## src/rtl/fetch_pkg.sv

```systemverilog
// Shared definitions for the instruction-fetch stage: default widths, NOP encoding,
// PC increment and FSM state encoding.
// Latency: n/a (package). Backpressure: n/a (package).
package fetch_pkg;

  localparam int ADDR_W = 10;
  localparam int DATA_W = 32;
  localparam logic [31:0] NOP_INSTR = 32'h0000_0013;
  localparam int PC_INC = 4;

  typedef enum logic {
    S_IDLE  = 1'b0,
    S_FETCH = 1'b1
  } fetch_state_e;

endpackage

```

## src/rtl/fetch_fifo.sv

```systemverilog
// Synchronous fetch buffer: push/pop/flush, head presented combinationally from storage.
// Latency: a pushed entry is visible at the head the cycle after the push edge.
// Backpressure: push is ignored when full unless a pop frees a slot in the same cycle.
//
// Ports: clk/reset (async active-low), push+push_dat write, pop retires head,
// flush empties the buffer (wins over push/pop), head_dat/count/empty status.
module fetch_fifo #(
  parameter int DEPTH = 2,
  parameter int W     = 42
) (
  input  logic                       clk,
  input  logic                       reset,
  input  logic                       push,
  input  logic                       pop,
  input  logic                       flush,
  input  logic [W-1:0]               push_dat,
  output logic [W-1:0]               head_dat,
  output logic [$clog2(DEPTH+1)-1:0] count,
  output logic                       empty
);

  localparam int PW = $clog2(DEPTH);
  localparam int CW = $clog2(DEPTH + 1);

  logic [W-1:0]  mem [DEPTH];
  logic [PW-1:0] rd_ptr;
  logic [PW-1:0] wr_ptr;
  logic          full;
  logic          do_push;
  logic          do_pop;

  assign empty    = (count == '0);
  assign full     = (count == CW'(DEPTH));
  assign do_pop   = pop && !empty;
  assign do_push  = push && (!full || do_pop);
  assign head_dat = mem[rd_ptr];

  // Storage needs no reset: count gates every read of it.
  always_ff @(posedge clk) begin
    if (do_push && !flush) begin
      mem[wr_ptr] <= push_dat;
    end
  end

  // DEPTH is a power of two, so the pointers wrap on natural overflow.
  always_ff @(posedge clk or negedge reset) begin
    if (!reset) begin
      rd_ptr <= '0;
      wr_ptr <= '0;
      count  <= '0;
    end else if (flush) begin
      rd_ptr <= '0;
      wr_ptr <= '0;
      count  <= '0;
    end else begin
      if (do_push) wr_ptr <= wr_ptr + 1'b1;
      if (do_pop)  rd_ptr <= rd_ptr + 1'b1;
      count <= count + CW'(do_push) - CW'(do_pop);
    end
  end

endmodule

```

## src/rtl/fetch_unit.sv

```systemverilog
// Instruction-fetch control: drives the PC, issues imem reads, buffers returned words for decode.
// Latency: 2 cycles from issue of a PC to if_valid (issue, then capture); 1 instr/cycle sustained.
// Backpressure: decode stalls via if_ready=0; issue stops once buffered + in-flight words fill the FIFO.
//
// Ports: clk, reset (async active-low); fetch_en gates issue; current_pc/next_pc/PCWrite close
// the PC loop; imem_en/imem_addr/imem_rdata talk to a 1-cycle synchronous memory;
// redirect_valid/redirect_pc flush everything in flight; if_valid/if_ready/if_pc/if_instr to decode.
module fetch_unit #(
  parameter int                ADDR_W     = fetch_pkg::ADDR_W,
  parameter int                DATA_W     = fetch_pkg::DATA_W,
  parameter int                FIFO_DEPTH = 2,
  parameter logic [DATA_W-1:0] NOP_INSTR  = DATA_W'(fetch_pkg::NOP_INSTR)
) (
  input  logic              clk,
  input  logic              reset,
  input  logic              fetch_en,
  input  logic [ADDR_W-1:0] current_pc,
  output logic [ADDR_W-1:0] next_pc,
  output logic              PCWrite,
  output logic              imem_en,
  output logic [ADDR_W-1:0] imem_addr,
  input  logic [DATA_W-1:0] imem_rdata,
  input  logic              redirect_valid,
  input  logic [ADDR_W-1:0] redirect_pc,
  output logic              if_valid,
  input  logic              if_ready,
  output logic [ADDR_W-1:0] if_pc,
  output logic [DATA_W-1:0] if_instr
);

  import fetch_pkg::fetch_state_e;
  import fetch_pkg::S_IDLE;
  import fetch_pkg::S_FETCH;
  import fetch_pkg::PC_INC;

  localparam int CW = $clog2(FIFO_DEPTH + 1);

  typedef struct packed {
    logic [ADDR_W-1:0] pc;
    logic [DATA_W-1:0] instr;
  } fetch_entry_t;

  fetch_state_e  state;
  logic          inflight;
  logic [ADDR_W-1:0] pc_tag;
  logic [CW-1:0] fifo_count;
  logic          fifo_empty;
  fetch_entry_t  push_entry;
  fetch_entry_t  head_entry;
  logic          pop;
  logic          issue;
  logic [CW:0]   occupancy;

  // A redirect hides the head so decode never consumes a word from the wrong path.
  assign if_valid = !fifo_empty && !redirect_valid;
  assign pop      = if_valid && if_ready;
  assign if_pc    = if_valid ? head_entry.pc : '0;
  assign if_instr = if_valid ? head_entry.instr : NOP_INSTR;

  // Slots already claimed once this cycle's pop and pending response are accounted for;
  // issuing only below depth guarantees the response always has room the next cycle.
  assign occupancy = (CW+1)'(fifo_count) + (CW+1)'(inflight) - (CW+1)'(pop);
  assign issue     = (state == S_FETCH) && !redirect_valid &&
                     (occupancy < (CW+1)'(FIFO_DEPTH));

  assign imem_en   = issue;
  assign imem_addr = issue ? current_pc : '0;

  always_comb begin
    PCWrite = 1'b0;
    next_pc = current_pc;
    if (redirect_valid) begin
      PCWrite = 1'b1;
      next_pc = redirect_pc;
    end else if (issue) begin
      PCWrite = 1'b1;
      next_pc = current_pc + ADDR_W'(PC_INC);
    end
  end

  always_ff @(posedge clk or negedge reset) begin
    if (!reset) begin
      state    <= S_IDLE;
      inflight <= 1'b0;
      pc_tag   <= '0;
    end else begin
      case (state)
        S_IDLE:  if (fetch_en)  state <= S_FETCH;
        S_FETCH: if (!fetch_en) state <= S_IDLE;
        default: state <= S_IDLE;
      endcase
      // issue is already low during a redirect, which drops the pending response.
      inflight <= issue;
      if (issue) pc_tag <= current_pc;
    end
  end

  assign push_entry.pc    = pc_tag;
  assign push_entry.instr = imem_rdata;

  fetch_fifo #(
    .DEPTH (FIFO_DEPTH),
    .W     ($bits(fetch_entry_t))
  ) u_fifo (
    .clk      (clk),
    .reset    (reset),
    .push     (inflight),
    .pop      (pop),
    .flush    (redirect_valid),
    .push_dat (push_entry),
    .head_dat (head_entry),
    .count    (fifo_count),
    .empty    (fifo_empty)
  );

endmodule

```

## config.mk

```make
export PLATFORM = sky130hd
export DESIGN_NAME = fetch_unit
export DESIGN_NICKNAME = d
export VERILOG_FILES = /design/src/rtl/fetch_pkg.sv /design/src/rtl/fetch_fifo.sv /design/src/rtl/fetch_unit.sv
export SDC_FILE = /design/constraint.sdc
export NUM_CORES = 1
export LEC_CHECK = 0
export CORE_ASPECT_RATIO = 0.8
export CORE_MARGIN = 10
export CORE_UTILIZATION = 48
export DETAILED_ROUTE_END_ITERATION = 12
export GPL_ROUTABILITY_DRIVEN = 1
export HOLD_SLACK_MARGIN = 0.12
export PLACE_DENSITY_LB_ADDON = 0.05
export RECOVER_POWER = 50
export SLEW_MARGIN = 25
export SYNTH_ARGS = -nofsm -noshare
export SYNTH_HDL_FRONTEND = slang
export SYNTH_SLANG_ARGS = --single-unit
```

## constraint.sdc

```tcl
create_clock -name clk -period 6.7 [get_ports clk]
set_input_delay 0.67 -clock clk [delete_from_list [all_inputs] [get_ports clk]]
set_output_delay 0.67 -clock clk [all_outputs]
set_load 0.005 [all_outputs]
```

* Word level (Yosys, flattened, before mapping) *
Memories as Yosys holds them, arrays and structs flattened.
Index checks and enable logic that the tools add are counted.

cells by class
  mux-type cells = 15
  eq/ne operators = 1
  reduce and logical (&&, ||, !) cells = 14
  $add $sub $neg = 7
  order comparisons = 1

operators with widths
  operator                                                     number
  2-to-1 mux 10 bit                                            4
  2-to-1 mux 32 bit                                            1
  adder 10 x 3 -> 10 bit (second input constant)               1
  2-to-1 mux 1 bit                                             9
  logical AND 1 bit                                            7
  nonzero test 2 bit                                           2
  adder 2 x 1 -> 3 bit                                         1
  zero test 1 bit                                              3
  less-than comparator 3 x 2 -> 1 bit (second input constant)  1
  subtractor 3 x 1 -> 3 bit                                    1
  adder 1 bit (second input constant)                          2
  adder 2 x 1 -> 2 bit                                         1
  == test 2 bit (second input constant)                        1
  zero test 2 bit                                              1
  2-to-1 mux 2 bit                                             1
  subtractor 2 x 1 -> 2 bit                                    1
  logical OR 1 bit                                             1

word-level totals
  memories = 1
  word-level logic and storage cells = 45
  input bits = 57
  bits in registers = 16
  RAM bits = 84
  output and inout port bits = 65

memory list
  name        words  bits a word  read ports  clocked after memory_dff  wr ports  RTL line          RTL
  u_fifo.mem  2      42           1           0                         1         fetch_fifo.sv:25  logic [W-1:0] mem [DEPTH];

* Longest topological paths before layout *
Gate-level depths: netlist of run 1.

  depth after elaboration = 10
  depth in mapped cells = 14
  depth with buffers taken out = 11

* Modules after synthesis *
From an unflattened synthesis of run 1, not the netlist that was laid out.

unflattened totals
  cell total of the unflattened synthesis = 289
  area, all modules = 4,451.8 sq um

modules (own cells, without submodules)
  module      area an instance (sq um)  instances  seq. area each (sq um)  cells an instance
  fetch_fifo  3,263.1                   1          2,622.5                 153
  fetch_unit  1,188.6                   1          300.3                   136

* Least setup slack after synthesis of run 1 *
Ideal clock, no wire load.

  path type = input-to-reg
  start = input redirect_valid
  end = memory u_fifo.mem[0][0], enable pin
  arrival time = 5,476 ps
  path buffers = 2
  data required time = 6,139 ps
  cell stages on the path = 3
  library setup time = 561 ps
  setup slack = 664 ps
  cells stage by stage = buf_2 > clkbuf_1 > nor4b_1

between the ends
  word-level cells in the longest chain between the ends = 9

RTL lines
  element                                     RTL line                            RTL
  from (decl)                                 fetch_unit.sv:23                    input logic redirect_valid,
  zero test 1 bit (*)                         fetch_fifo.sv:40, fetch_unit.sv:55
  logical AND 1 bit                           fetch_unit.sv:55                    assign if_valid = !fifo_empty && !redirect_valid;
  logical AND 1 bit                           fetch_unit.sv:56                    assign pop = if_valid && if_ready;
  logical AND 1 bit                           fetch_fifo.sv:34                    assign do_pop = pop && !empty;
  logical OR 1 bit                            fetch_fifo.sv:35                    assign do_push = push && (!full || do_pop);
  logical AND 1 bit                           fetch_fifo.sv:35
  logical AND 1 bit (*)                       fetch_fifo.sv:40                    if (do_push && !flush) begin
  2-to-1 mux 1 bit (*)                        fetch_fifo.sv:40
  2-to-1 mux 1 bit (not written as such) (*)  fetch_fifo.sv:41                    mem[wr_ptr] <= push_dat;
  to (decl)                                   fetch_fifo.sv:25

Mark *: on every way between the ends. The rest lies on a longest branch, timed or not.

* Worst setup path in the final report of run 1 *
  start = input redirect_valid
  end = output imem_en

between the ends
  word-level cells in the longest chain between the ends = 6
  elaborated cells between the ends (all ways) = 7
  classes of those cells = add/sub (1); order compare (1); reduce/logical (5)

RTL lines
  element                              RTL line                            RTL
  zero test 1 bit (*)                  fetch_unit.sv:55, fetch_unit.sv:63
  logical AND 1 bit                    fetch_unit.sv:55
  logical AND 1 bit                    fetch_unit.sv:56
  subtractor 3 x 1 -> 3 bit            fetch_unit.sv:62                    assign occupancy = (CW+1)'(fifo_count) + (CW+1)'(inflight) - (CW+1)'(pop);
  less-than comparator 3 x 2 -> 1 bit  fetch_unit.sv:64                    (occupancy < (CW+1)'(FIFO_DEPTH));
  logical AND 1 bit (*)                fetch_unit.sv:63                    assign issue = (state == S_FETCH) && !redirect_valid &&
  to (decl)                            fetch_unit.sv:20                    output logic imem_en,

Marks and branches as above.

==> results of run 1 <==
==> synth_stat cells (2+ instances only) <==
library cell	count	share of area (%)
xnor2_1	7	1.4
edfxtp_1	84	59
o21ai_0	4	0.47
nor4_1	3	0.44
mux2_2	8	2.1
nand2b_1	2	0.29
and2_1	3	0.44
inv_1	3	0.26
nand3_1	3	0.35
o21ai_1	2	0.23
nor2b_1	2	0.29
dfrtp_1	16	9.3
xor2_1	5	1.0
and3_1	12	1.8
nand2_1	12	1.1
clkbuf_1	8	0.70
ha_1	4	1.2
mux2i_1	44	10
nor2_1	43	3.8
mux2_4	6	2.1
buf_2	7	0.82
==> layout make-up <==
class / instances / area, sq um / area share [%]
clock buffer: 9 / 124 / 2.13
sequential: 100 / 2920 / 50.4
timing repair buffer: 126 / 1240 / 21.4
multi-input combinational: 170 / 1270 / 21.9
clock inverter: 7 / 92.6 / 1.60
inverter: 3 / 11.3 / 0.194
tap: 112 / 140 / 2.41
==> logic make-up after synthesis <==
family | count (synthesis) | synth area share (%)
adder cells (fa/ha/maj) | 5 | 1.64
AND/OR/NAND/NOR | 88 | 9.84
flip-flops | 100 | 68.2
buffers and inverters | 20 | 2.51
multiplexers | 58 | 14.5
AO/OA/AOI/OAI | 7 | 0.876
XOR/XNOR | 12 | 2.45
==> power breakdown <==
part,switching (W),internal (W),total (W)
Combinational,0.000248,0.000305,0.000553
Sequential,0.0000568,0.000796,0.000853
Clock,0.000212,0.000182,0.000394
==> registers in the layout, indices dropped and copies added (netlist names) <==
name           flops
u_fifo.mem        84
pc_tag            10
u_fifo.count       2
inflight           1
state              1
u_fifo.rd_ptr      1
u_fifo.wr_ptr      1
==> metrics by stage <==
stage               instance area, sq um  hold slack (ns)  std cells  utilization (%)
floorplan                           4290            0.374        290                -
global placement                    5600            0.456        511             65.2
detailed placement                  5600            0.461        511             65.2
CTS                                 5820            0.484        527             67.7
global route                        5800            0.501        527             67.5
finish                              5800            0.482        527             67.5
==> worst max path at each step <==
| stage | slack (ns) | end |
|---|---|---|
| after floorplan | 0.66 | u_fifo.mem[0][0] |
| after global placement | 0.85 | imem_en |
| after detailed placement | 0.75 | imem_en |
| after CTS | 0.74 | imem_en |
| after global routing | 0.37 | imem_en |
| final | 0.74 | imem_en |
==> layer usage <==
metal  vias up  routed length [um]  global-route usage (%)
li1       1290                   -                       -
met1      1254                3790                    16.2
met2        71                4740                    23.6
met3         5                 608                    5.35
met4         0                  47                    2.71
met5         -                   0                       0
==> impl_summary.md, run 1 <==
Detailed routing
The routed wire length is 9180 um. The first detailed-routing pass ran for 4 iterations. In this run the remaining antenna-violating nets after routing total 0.

For this run, design rule violations remaining after detail routing come to 0. In the final routed layout, each cell accounts on average for 17.4 um. The via density per instance is 4.97.

The starting DRC count in detailed routing is 131. The via count is 2620.

Hold path
In this run the most critical hold path is launched from pc_tag[9]. The end of the worst hold path is u_fifo.mem[0][41]. The path class of the lowest-slack min-delay path is reg -> reg. The cell depth of the worst hold path is 0.

STA
For the pin with the worst max-slew slack, the measured transition is 2.38 ns. The final critical delay including setup and external delays is 5.96 ns. Setup repair after global routing left no endpoint under its margin.

After layout, the worst path uses 88.9% of the clock period. The number of hold violations in the final report was 0. The max-slew violation count was 86. The count of final setup violators is 0. Based on the critical path, the design can be clocked at up to 168 MHz. The final setup TNS is 0 ns. The setup clock skew after layout is 0.0124 ns. Measured against its own limit, the worst slew margin works out to -58.8%. The worst path meets setup with 0.743 ns of slack.

Clock network
The maximum root-to-sink buffer count is 2. TritonCTS built the clock tree. The clock latency reported for the late side of the worst-skew pair is 0.35 ns. The quantity of hold-fixing buffers added after cts is 0.

CTS built an H-tree with a depth of 3. The number of clock buffers inserted by TritonCTS is 9. The tree is rooted in a clkbuf_8. The post-CTS setup buffer count is 0. After clock tree synthesis, the repair step resized 0 gates.

The CTS clock-pin slew for the worst setup and hold paths is 0.10 ns. The number of sinks driven by the clock tree is 100.

Power
The maximum resistive drop on vdd is 0.184 mV. The post-route total power is 0.00180 W. The total power density per cell area is 310 nW/um^2.

In this run the static leakage power is 2.03 nW.

Setup path
The launch point of the worst path is redirect_valid. The peak fanout along the critical path is 40. The slack of the worst reg-to-reg path is 2.43 ns. For this design, the slowest cell found on the critical path is or2_2. On the worst path, the slowest cell contributes a delay of 0.70 ns. The worst setup path is captured at a primary output. The launch instance of the worst register-to-register path is u_fifo.count[1]. Broken down by cell family, the worst path's largest delay share belongs to buffers and inverters. The end of the worst register-to-register path is pc_tag[9]. The worst register-to-register path has a depth of 11. The number of stages on the worst setup path is 12. The signal on the critical path passes through dlygate4sd3_1 > buf_4 > or2_2 > inv_1 > and2_1 > ha_1 > nand2b_1 > fa_1 > xnor2_1 > and2_1 > buf_4 > clkdlybuf4s50_1. The worst setup path category is in -> out.

The count of buffering cells on the critical path with inverters included is 5. The required time at the worst-slack endpoint is 6.03 ns. STA puts the critical path data arrival time at 5.29 ns. STA classifies the critical path startpoint as an input port.

Layout
From synthesis to final layout, the design area changed by 35.4%. The layout cell share with drive strength beyond 1 is 8.67%. The antenna diode count is 0. The top cell types in the final layout, fill and taps aside, are clkdlybuf4s50_1 (86), edfxtp_1 (84), mux2i_1 (44), nor2_1 (43), dlygate4sd3_1 (35). The fill cell instance count of the final layout is 647. The most common library cell in the layout ignoring fill and taps is clkdlybuf4s50_1. The final-stage net count is 472.

Logic synthesis
For this run, the number of Yosys warnings is 0. Synthesis produced a netlist whose cell count is 290. In this run, synthesis produced a sequential element count of 100.

The cell area after synthesis is 4290 sq um. Yosys mapped a number of flops with a built-in enable equal to 84. The count of distinct cell types in the synthesized netlist is 33.

The number of nets handed over by synthesis was 352. The post-synthesis async set-or-reset flop share is 16.0%. The share of synthesized area occupied by flip-flops and latches is 68.2%. The commonest register cell after synthesis is edfxtp_1. The per-instance average area after synthesis is 14.8 sq um.

Global routing
The overall track demand over capacity in global routing is 13.8%. The total grt overflow is 0. The wire length of the first global-routing pass is 14700 um. Entering global routing, the biggest net connects 43 pins. The number of global-route vias before repair was 2685.

The number of antenna violations at the first check in global routing is 0.

Placed design
The congestion estimate from routability-driven global placement came to 0.789. The post-DP HPWL is 6630 um. The number of buffer cells added on primary ports is 121. OpenSTA, run right after detailed placement, puts the worst setup slack at 0.750 ns.

Floorplan
The initial core utilization is 49.9%. The number of placement rows is 30. The number of primary I/O pins is 122.

In this run the horizontal extent of the chip is 126 um. Measured along the y axis, the die boundary spans 105 um. The floorplan step defined a die boundary enclosing 13100 sq um. The area of the core region is 8600 sq um.

Job
Across the run, the number of max-cap violations was 2.

Outcome
The run finished, with violations left. The final reports fail on max-capacitance violations, max-slew violations.
Power figures use the tool's default switching activity.
==> run 2, diff against run 1 <==
Settings changed: REMOVE_ABC_BUFFERS set to 1, SLEW_MARGIN 25 to 20.
==> run 2 against run 1 <==
The run still ends with max-capacitance violations, max-slew violations left. Core utilization is 0.073 points lower. Critical endpoint is now next_pc[2]. Combinational power barely moved. Largest cell class unchanged. Sequential share of layout area rose by 0.054 points. Setup slack lost 0.24 ns. Power rose by 1.6%. Sequential power barely moved. Register-to-register slack worse by 0.30 ns. Routed wire length grew 2.3%. Cell area shrank 0.11%. Die area did not move.
==> impl_summary.md, run 2 (synthesis results as in run 1) <==
Floorplan
The number of primary I/O pins came to 122 (unchanged). The number of placement rows came to 30 (unchanged). The area of the core region is 8600 sq um (unchanged). The initial core utilization is 49.9% (unchanged).

The die outline area is 13100 sq um (unchanged). The die span in y was 105 um (unchanged). The x dimension of the die was 126 um (unchanged).

Hold path
The worst hold path terminates at u_fifo.mem[0][35]. The path class of the lowest-slack min-delay path is reg -> reg. The cell depth of the worst hold path is 0 (unchanged). In this run the most critical hold path is launched from pc_tag[3].

Placed design
The last weighted congestion value of the routability-driven placer is 0.804 (+1.9%). The placed cell count is 510 (-0.20%). The number of buffer cells added on primary ports is 121 (unchanged). The post-DP HPWL is 6640 um (+0.15%).

Setup path
The slack of the worst reg-to-reg path was 2.13 ns (-0.30 ns). The depth of the worst register-to-register path was 10 (-1). The critical path's largest stage delay came to 0.76 ns (+0.06 ns). The end of the worst register-to-register path is pc_tag[9]. The count of buffering cells on the critical path with inverters included was 3 (-2). The required time at the worst-slack endpoint is 6.03 ns (about the same). The data arrival at the endpoint of the critical path is 5.53 ns (+0.24 ns). The peak fanout along the critical path is 40 (unchanged). The dominant delay contributor by cell family on the critical path is simple AND/OR/NAND/NOR gates. STA classifies the critical path startpoint as an input port. The largest individual stage delay along the critical path comes from the cell and2_1. STA classifies the critical path endpoint as a primary output. The critical path is of the in -> out type. In this run the critical register-to-register path is launched from u_fifo.count[1]. The critical path goes through dlygate4sd3_1 > or2_2 > inv_1 > and2_1 > ha_1 > nand2b_1 > fa_1 > xnor2_1 > and2_1 > xnor2_1 > o21ai_1 > clkdlybuf4s50_1.

Layout
The antenna diode count is 0 (unchanged). The layout cell share with drive strength beyond 1 was 7.97% (-0.70 points). In the layout the commonest cells are clkdlybuf4s50_1 (86), edfxtp_1 (84), mux2i_1 (44), nor2_1 (43), dlygate4sd3_1 (35). From synthesis to final layout, the design area changed by 35.3%. The flip-flop count of the largest register, all copies and words added is 84 (unchanged). The most common library cell in the layout ignoring fill and taps is clkdlybuf4s50_1. The number of standard cells in the final layout excluding fillers was 526 (-0.19%).

The largest registers in the layout are u_fifo.mem: 84 flops, pc_tag: 10 flops, u_fifo.count: 2 flops. The final-stage net count is 471 (-0.21%). The largest register by flop count is u_fifo.mem.

Clock network
The CTS clock-pin slew for the worst setup and hold paths is 0.10 ns (about the same). The post-CTS setup buffer count is 0 (unchanged). The maximum level of the CTS H-tree is 3 (unchanged).

The number of clock buffers inserted by TritonCTS was 9 (unchanged). The quantity of hold-fixing buffers added after cts was 0 (unchanged). The number of sinks driven by the clock tree came to 100 (unchanged). The quantity of gates resized following cts is 0 (unchanged). The clock latency reported for the late side of the worst-skew pair was 0.35 ns (about the same). The clock tree from TritonCTS is yes.

CTS placed an instance of clkbuf_8 at the clock tree root. The maximum root-to-sink buffer count came to 2 (unchanged).

STA
The max-slew violation count is 86 (unchanged). Setup repair after global routing left no endpoint under its margin. The final setup TNS was 0 ns (unchanged).

The final cycle utilization of the critical path is 92.5% (+3.6 points). The slew at the pin closest to its max-slew limit is 2.41 ns (+0.0300 ns). The maximum clock rate is 161 MHz (-3.9%). The final critical delay including setup and external delays was 6.20 ns (+0.244 ns). The count of final setup violators was 0 (unchanged). The number of hold violations in the final report is 0 (unchanged).

The setup clock skew after layout is 0.00819 ns (-0.00419 ns). The max-slew headroom at the worst pin is -60.8% (-2.0 points).

Global routing
The total grt overflow was 0 (unchanged). The number of global-route vias before repair came to 2853 (+6.3%). The wire length of the first global-routing pass is 15200 um (+3.1%). The number of antenna violations at the first check in global routing is 0 (unchanged).

The overall track demand over capacity in global routing is 14.4% (+0.54 points). The largest net degree at the start of global routing came to 43 (unchanged).

Power
The reported leakage power is 2.02 nW (-0.50%). The total power density per cell area is 316 nW/um^2 (+1.7%). The maximum resistive drop on vdd came to 0.181 mV (-1.8%).

Detailed routing
The routed wire length is 9400 um (+2.3%). The via count is 2650 (+1.1%). The remaining antenna violation count came to 0 (unchanged). The remaining design rule violation count is 0 (unchanged). The first-pass iteration count of the detailed router is 4 (unchanged). The starting DRC count in detailed routing came to 131 (unchanged). The average wire length per cell after detail routing is 17.9 um (+2.5%). The via density per instance is 5.04 (+1.3%).

Job
The number of maximum-capacitance violations was 2 (unchanged).

Outcome
The checks that failed: max-capacitance violations, max-slew violations. The flow ran to the end, but the final reports show violations.
==> run 2: worst max-delay path by stage <==
stage	startpoint	cells after the start	slack, ns	endpoint
after global placement	redirect_valid	12	0.76	next_pc[2]
after global routing	redirect_valid	12	0.11	next_pc[2]
after floorplan	redirect_valid	1	1.08	u_fifo.mem[0][0]
after detailed placement	redirect_valid	12	0.53	next_pc[2]
after CTS	redirect_valid	12	0.52	next_pc[2]
final	redirect_valid	12	0.50	next_pc[2]
==> run 2: where the power goes <==
| part | internal, W | switching, W | total, W |
|---|---|---|---|
| registers | 0.000797 | 0.0000584 | 0.000855 |
| clock network | 0.000213 | 0.000208 | 0.000421 |
| logic | 0.000303 | 0.000251 | 0.000553 |
==> run 2: metrics by stage <==
step                hold slack [ns]  total power (W)  util, %  area [sq um]  setup WS [ns]
CTS                           0.484          0.00186     67.6          5810          0.524
global route                  0.497          0.00194     67.4          5800          0.110
finish                        0.482          0.00183     67.4          5800          0.499
detailed placement            0.456          0.00144     65.1          5590          0.530
global placement              0.459          0.00142     65.1          5590          0.759
floorplan                     0.374          0.00117        -          4190           1.08
==> run 2: cell type report <==
| type | instances | area, sq um |
|---|---|---|
| flip-flops and latches | 100 | 2920 |
| well taps | 112 | 140 |
| clock buffers | 9 | 124 |
| inverters | 3 | 11.3 |
| multi-input cells | 170 | 1270 |
| repair buffers | 125 | 1230 |
| fillers | 665 | 2800 |
| clock inverters | 7 | 97.6 |
==> run 2: metal layers <==
metal / part of all wire (%) / vias up / global-route usage [%]
li1: - / 1286 / -
met1: 42 / 1280 / 16.5
met2: 50 / 79 / 24.3
met3: 7.6 / 5 / 5.96
met4: 0.59 / 0 / 3.69
met5: 0 / - / 0
==> run 2: worst register-to-register path, stage by stage (launching register included) <==
cell and delay [ns]:
dfrtp_1 0.48, nor2_1 0.12, or2_2 0.64, inv_1 0.28
and2_1 0.24, ha_1 0.26, nand2b_1 0.15, fa_1 0.41
xnor2_1 0.70, and2_1 0.76, mux2_2 0.41
